File: src/rtl/seq_add_ctrl_if.sv
// Start/ready/done bus between a requesting datapath and seq_add_ctrl.
// Optional subtract signals (sub, ovf) exist only when SEQ_ADD_SUB_EN is defined.
interface seq_add_ctrl_if #(
    parameter int WIDTH = 16
);
    logic             start;
    logic [WIDTH-1:0] a;
    logic [WIDTH-1:0] b;
    logic             cin;
    logic             ready;
    logic             busy;
    logic             done;
    logic [WIDTH-1:0] sum;
    logic             cout;
`ifdef SEQ_ADD_SUB_EN
    logic             sub;
    logic             ovf;

    modport master (
        output start, a, b, cin, sub,
        input  ready, busy, done, sum, cout, ovf
    );
    modport slave (
        input  start, a, b, cin, sub,
        output ready, busy, done, sum, cout, ovf
    );
`else
    modport master (
        output start, a, b, cin,
        input  ready, busy, done, sum, cout
    );
    modport slave (
        input  start, a, b, cin,
        output ready, busy, done, sum, cout
    );
`endif
endinterface

File: src/rtl/seq_add_ctrl.sv
// Wide adder built by sequencing one 4-bit ripple-carry adder over WIDTH/4 slices, LSB first.
// Latency: NSLICE RUN cycles plus one DONE cycle; start is only accepted while ready=1.
// Macro SEQ_ADD_SUB_EN adds the sub input and ovf output (a-b with two's-complement overflow).
module rca (
    input  logic [3:0] i_a,
    input  logic [3:0] i_b,
    input  logic       i_ci,
    output logic [3:0] o_s,
    output logic       o_co
);
    logic w_c;

    always_comb begin
        w_c = i_ci;
        o_s = '0;
        for (int i = 0; i < 4; i++) begin
            o_s[i] = i_a[i] ^ i_b[i] ^ w_c;
            w_c    = (i_a[i] & i_b[i]) | (w_c & (i_a[i] ^ i_b[i]));
        end
        o_co = w_c;
    end
endmodule

module seq_add_ctrl #(
    parameter int WIDTH = 16
) (
    input  logic          clk,
    input  logic          rst_n,
    seq_add_ctrl_if.slave bus
);
    localparam int NSLICE = WIDTH / 4;
    localparam int CW     = (NSLICE > 1) ? $clog2(NSLICE) : 1;

    typedef enum logic [1:0] {
        S_IDLE,
        S_RUN,
        S_DONE
    } state_t;

    state_t           r_state;
    state_t           w_next;
    logic             w_accept;
    logic             w_ready;
    logic             w_busy;
    logic             w_done;
    logic             w_last;

    logic [CW-1:0]    r_cnt;
    logic [WIDTH-1:0] r_a;
    logic [WIDTH-1:0] r_b;
    logic             r_carry;
    logic [WIDTH-1:0] r_sum;
    logic             r_cout;
`ifdef SEQ_ADD_SUB_EN
    logic             r_ovf;
`endif

    logic [3:0]       w_a_sl;
    logic [3:0]       w_b_sl;
    logic [3:0]       w_rca_s;
    logic             w_rca_co;

    assign w_last = (r_cnt == CW'(NSLICE - 1));

    always_ff @(posedge clk or negedge rst_n) begin
        if (!rst_n) begin
            r_state <= S_IDLE;
        end else begin
            r_state <= w_next;
        end
    end

    always_comb begin
        w_next   = r_state;
        w_accept = 1'b0;
        w_ready  = 1'b0;
        w_busy   = 1'b0;
        w_done   = 1'b0;
        case (r_state)
            S_IDLE: begin
                w_ready = 1'b1;
                if (bus.start) begin
                    w_accept = 1'b1;
                    w_next   = S_RUN;
                end
            end
            S_RUN: begin
                w_busy = 1'b1;
                if (w_last) begin
                    w_next = S_DONE;
                end
            end
            S_DONE: begin
                w_done = 1'b1;
                w_next = S_IDLE;
            end
            default: begin
                w_next = S_IDLE;
            end
        endcase
    end

    // Mux the active slice of the latched operands onto the shared adder.
    always_comb begin
        w_a_sl = '0;
        w_b_sl = '0;
        for (int s = 0; s < NSLICE; s++) begin
            if (r_cnt == CW'(s)) begin
                w_a_sl = r_a[4*s +: 4];
                w_b_sl = r_b[4*s +: 4];
            end
        end
    end

    rca u_rca (
        .i_a  (w_a_sl),
        .i_b  (w_b_sl),
        .i_ci (r_carry),
        .o_s  (w_rca_s),
        .o_co (w_rca_co)
    );

    always_ff @(posedge clk or negedge rst_n) begin
        if (!rst_n) begin
            r_cnt   <= '0;
            r_a     <= '0;
            r_b     <= '0;
            r_carry <= 1'b0;
            r_sum   <= '0;
            r_cout  <= 1'b0;
`ifdef SEQ_ADD_SUB_EN
            r_ovf   <= 1'b0;
`endif
        end else if (w_accept) begin
            r_cnt <= '0;
            r_a   <= bus.a;
`ifdef SEQ_ADD_SUB_EN
            // Subtraction is a + ~b + 1, so cin is irrelevant when sub=1.
            r_b     <= bus.sub ? ~bus.b : bus.b;
            r_carry <= bus.sub | bus.cin;
`else
            r_b     <= bus.b;
            r_carry <= bus.cin;
`endif
        end else if (r_state == S_RUN) begin
            for (int s = 0; s < NSLICE; s++) begin
                if (r_cnt == CW'(s)) begin
                    r_sum[4*s +: 4] <= w_rca_s;
                end
            end
            r_carry <= w_rca_co;
            if (w_last) begin
                r_cout <= w_rca_co;
`ifdef SEQ_ADD_SUB_EN
                r_ovf  <= (r_a[WIDTH-1] == r_b[WIDTH-1]) && (w_rca_s[3] != r_a[WIDTH-1]);
`endif
            end else begin
                r_cnt <= r_cnt + 1'b1;
            end
        end
    end

    assign bus.ready = w_ready;
    assign bus.busy  = w_busy;
    assign bus.done  = w_done;
    assign bus.sum   = r_sum;
    assign bus.cout  = r_cout;
`ifdef SEQ_ADD_SUB_EN
    assign bus.ovf   = r_ovf;
`endif
endmodule

File: src/flat_wrapper.sv
// flat-port wrapper written by rule: the top's interface ports become plain ports
module seq_add_ctrl_flat 
#(
    parameter int WIDTH = 16
)
  (clk, rst_n, bus_start, bus_a, bus_b, bus_cin, bus_ready, bus_busy, bus_done, bus_sum, bus_cout);
  seq_add_ctrl_if #(.WIDTH(WIDTH)) bus_i ();
  input  logic clk;
  input  logic rst_n;
  input wire logic [$bits(bus_i.start)-1:0] bus_start;
  input wire logic [$bits(bus_i.a)-1:0] bus_a;
  input wire logic [$bits(bus_i.b)-1:0] bus_b;
  input wire logic [$bits(bus_i.cin)-1:0] bus_cin;
  output wire logic [$bits(bus_i.ready)-1:0] bus_ready;
  output wire logic [$bits(bus_i.busy)-1:0] bus_busy;
  output wire logic [$bits(bus_i.done)-1:0] bus_done;
  output wire logic [$bits(bus_i.sum)-1:0] bus_sum;
  output wire logic [$bits(bus_i.cout)-1:0] bus_cout;
  assign bus_i.start = bus_start;
  assign bus_i.a = bus_a;
  assign bus_i.b = bus_b;
  assign bus_i.cin = bus_cin;
  assign bus_ready = bus_i.ready;
  assign bus_busy = bus_i.busy;
  assign bus_done = bus_i.done;
  assign bus_sum = bus_i.sum;
  assign bus_cout = bus_i.cout;
  seq_add_ctrl #(.WIDTH(WIDTH)) u_core (.clk(clk), .rst_n(rst_n), .bus(bus_i));
endmodule
File: config.mk
export PLATFORM = sky130hd
export DESIGN_NAME = seq_add_ctrl_flat
export DESIGN_NICKNAME = d
export VERILOG_FILES = /design/src/rtl/seq_add_ctrl_if.sv /design/src/rtl/seq_add_ctrl.sv /design/src/flat_wrapper.sv
export SDC_FILE = /design/constraint.sdc
export NUM_CORES = 1
export LEC_CHECK = 0
export CORE_UTILIZATION = 30
export DETAILED_ROUTE_END_ITERATION = 7
export HOLD_SLACK_MARGIN = 0.1
export PLACE_DENSITY = 0.55
export REMOVE_ABC_BUFFERS = 1
export SLEW_MARGIN = 10
export SYNTH_ARGS = -nofsm -noshare
export SYNTH_HDL_FRONTEND = slang
export SYNTH_SLANG_ARGS = --single-unit
File: constraint.sdc
create_clock -name clk -period 4.3 [get_ports clk]
set_input_delay 1.29 -clock clk [delete_from_list [all_inputs] [get_ports clk]]
set_output_delay 1.29 -clock clk [all_outputs]
set_load 0.02 [all_outputs]
==> flow_metrics.py <==
metrics = {
    "timing": {
        "timing.final.max_slew_violations": 0,
        "worst_slew_pin_slew_ns": 0.724,
        "relSlewSlack": 0.518,
        "fin_crit_sh": 0.776,
        "final-setup-viol-count": 0,
        "final.min_clock_period_ns": 3.34,
        "rsz0062_at_grt": "no",
        "clock.fmax_ghz": 0.300,
        "setup_ws_ns": 0.963,
        "fin_setup_tns_ns": 0,
        "hold_viol_final": 0,
        "clock_skew_ns": 0.00900,
    },
    "clock_network": {
        "h-tree-depth": 2,
        "cts_root_buffer": "clkbuf_8",
        "clock_path_buffers": 2,
        "tritoncts": "yes",
        "post_cts_resized": 0,
        "cts_setup_buffers": 0,
        "clkTransAtPathRegs_ns": 0.09,
        "clock_latency_ns": 0.30,
        "numCtsBuffers": 5,
        "cts_sinks": 54,
        "holdBufCountCts": 0,
    },
    "routing": {
        "drcViolationCount": 0,
        "drtIter0Drc": 43,
        "drtPass1Iterations": 4,
        "ant_nets": 0,
        "wl_per_cell_um": 13.8,
        "num_vias": 1651,
        "finalWirelength_um": 5090,
        "vias_per_cell": 4.46,
    },
    "floorplanning": {
        "fp.dieH_um": 94.4,
        "die_w_um": 94.4,
        "dieArea_um2": 8900,
        "start_util": 0.311,
        "core_area_um2": 8220,
        "row_count": 33,
        "ioPinCount": 56,
    },
    "place": {
        "hpwl_um": 3840,
        "post_dp_cell_area_um2": 3170,
        "dp.cells": 362,
        "place.gp.congestion": 0.783,
        "place_ws_ns": 0.966,
        "port_buffers": 55,
    },
    "critical_path": {
        "crit_path_end": "u_core.bus.sum[15]",
        "critPathKind": "flip-flop to flip-flop",
        "startpoint": "u_core.r_cnt[1]",
        "timing.rr.end": "u_core.bus.sum[15]",
        "worstPathRequired_ns": 4.50,
        "worstPathMaxFanout": 17,
        "setup.worst_path.end_class": "flip-flop",
        "crit_slowest_cell": "ha_1",
        "timing.critical_path.arrival_ns": 3.53,
        "start_kind": "flip-flop",
        "reg2reg_slack_ns": 0.96,
        "crit_chain": "inv_1 -> ha_1 -> a21oi_1 -> o21ai_0 -> a22oi_1 -> fa_1 -> inv_1 -> fa_1 -> inv_1 -> fa_1 -> inv_1 -> fa_1 -> mux2_2",
        "reg2reg_depth": 13,
        "cpPeakStageDelay_ns": 0.50,
        "r2r_start": "u_core.r_cnt[1]",
    },
    "logic_synthesis": {
        "synthesis.area_um2": 2560,
        "synth_edf_count": 0,
        "synthTopCellsByArea": "dfrtp_1 (53%), mux2_4 (11%), mux2_2 (6.2%), o21ai_0 (4.9%), nand2_1 (3.7%)",
        "ys.flop_type": "dfrtp_1",
        "synth_compound_area_frac": 0.106,
        "postSynthAreaPerCell_um2": 12.1,
        "synth_mux_area_frac": 0.181,
        "ys_types": 25,
        "yosys_warnings": 0,
        "ys_async_sr_fraction": 1.00,
        "synth_top_family_by_area": "multiplexers",
        "synth_area_leader_cell": "dfrtp_1",
        "yosys.area.top_type_share": 0.528,
        "seq_area_frac_synth": 0.528,
        "synthAdderAreaFrac": 0.0509,
        "yosys.area_share.simple": 0.0704,
        "synth_cells": 212,
        "ys_seq_elements": 54,
        "synth_xor_area_frac": 0.00342,
    },
    "flow_run": {
        "maxCapViolations": 0,
    },
    "power_and_ir_drop": {
        "power_density_nw_per_um2": 817,
        "leakage_uw": 0.00143,
        "power.total_uw": 2660,
        "ir_drop_v": 0.000249,
    },
    "run_status": {
        "status": "complete, no violations",
    },
    "final_layout": {
        "synthToLayoutAreaGrowth_pct": 27.3,
        "fin_cells": 370,
        "drive_above_1_share": 0.174,
        "nets": 308,
        "design_area_um2": 3260,
        "most-common-layout-cells": "clkdlybuf4s50_1 (54), dfrtp_1 (54), nand2_1 (25), o21ai_0 (25), mux2_4 (19)",
        "num_antenna_cells": 0,
    },
    "global_route": {
        "grt_max_degree": 34,
        "first_global_vias": 1685,
        "gr-total-overflow": 0,
        "antenna_found_initial": 0,
        "grtUsageTotal": 0.128,
        "grt_pass1_wl_um": 8580,
    },
    "worst_hold_path": {
        "hold_class": "flip-flop to flip-flop",
    },
}
worst min-delay path by stage:
stage | start | to | slack [ns] | depth (start not counted)
finish | u_core.bus.sum[6] | u_core.bus.sum[6] | 0.48 | 2
CTS | u_core.bus.sum[4] | u_core.bus.sum[4] | 0.49 | 2
floorplan | u_core.r_a[0] | u_core.r_a[0] | 0.48 | 1
global route | u_core.bus.sum[4] | u_core.bus.sum[4] | 0.50 | 2
detailed placement | u_core.bus.sum[4] | u_core.bus.sum[4] | 0.47 | 2
global placement | u_core.bus.sum[4] | u_core.bus.sum[4] | 0.46 | 2
flip-flops by register name, indices dropped and copies added, names as in the netlist:
name	flops
u_core.bus.cout	1
u_core.bus.sum	16
u_core.r_cnt	2
u_core.r_a	16
u_core.r_carry	1
u_core.r_b	16
u_core.r_state	2
final cells by class:
class / instances / area (um2)
Clock buffer: 7 / 86.3
Clock inverter: 1 / 5.00
Fill cell: 799 / 4960
Inverter: 15 / 56.3
Multi-Input combinational cell: 130 / 1060
Sequential cell: 54 / 1350
Tap cell: 105 / 131
Timing Repair Buffer: 58 / 568
per-stage QoR:
| stage | utilization | hold slack (ns) |
|---|---|---|
| detailed placement | 0.385 | 0.471 |
| global placement | 0.385 | 0.463 |
| floorplan | - | 0.481 |
| CTS | 0.396 | 0.492 |
| finish | 0.396 | 0.485 |
| global route | 0.396 | 0.504 |
critical path, delay by kind of cell, from the launching register on:
kind                     cells  cell delay (ns)
flip-flops                   1             0.42
buffers and inverters        4             0.29
multiplexers                 1             0.28
AO/OA/AOI/OAI                3             0.35
adder cells (fa/ha/maj)      5             1.90
cells by family (layout without fill, tap and decap cells):
logic type               after synthesis  count (layout)
AO/OA/AOI/OAI                         49              49
buffers and inverters                 28              81
XOR/XNOR                               1               1
adder cells (fa/ha/maj)                8               8
AND/OR/NAND/NOR                       37              37
multiplexers                          35              35
flip-flops                            54              54
routing by layer:
| metal | track usage | part of all wire | vias to the layer above | wire, um |
|---|---|---|---|---|
| li1 | - | - | 820 | - |
| met1 | 0.188 | 0.51 | 786 | 2590 |
| met2 | 0.187 | 0.44 | 39 | 2230 |
| met5 | 0 | 0 | - | 0 |
| met4 | 0.0385 | 0.013 | 0 | 65 |
| met3 | 0.0306 | 0.041 | 6 | 210 |
synth_stat cells (3+ instances only):
cell type,count
buf_2,6
ha_1,4
a22o_1,4
o21ai_0,25
dfrtp_1,54
mux2_4,19
inv_1,15
fa_1,4
a21oi_1,16
a22oi_1,4
nor2_1,3
nand2_1,25
nand3b_1,4
mux2_2,14
where the power goes:
part | total (uW) | switching [uW] | internal, uW
clock | 286 | 155 | 130
combinational | 1430 | 706 | 728
sequential | 940 | 173 | 767
total | 2660 | 1030 | 1620
(Power assumes the default switching activity.)
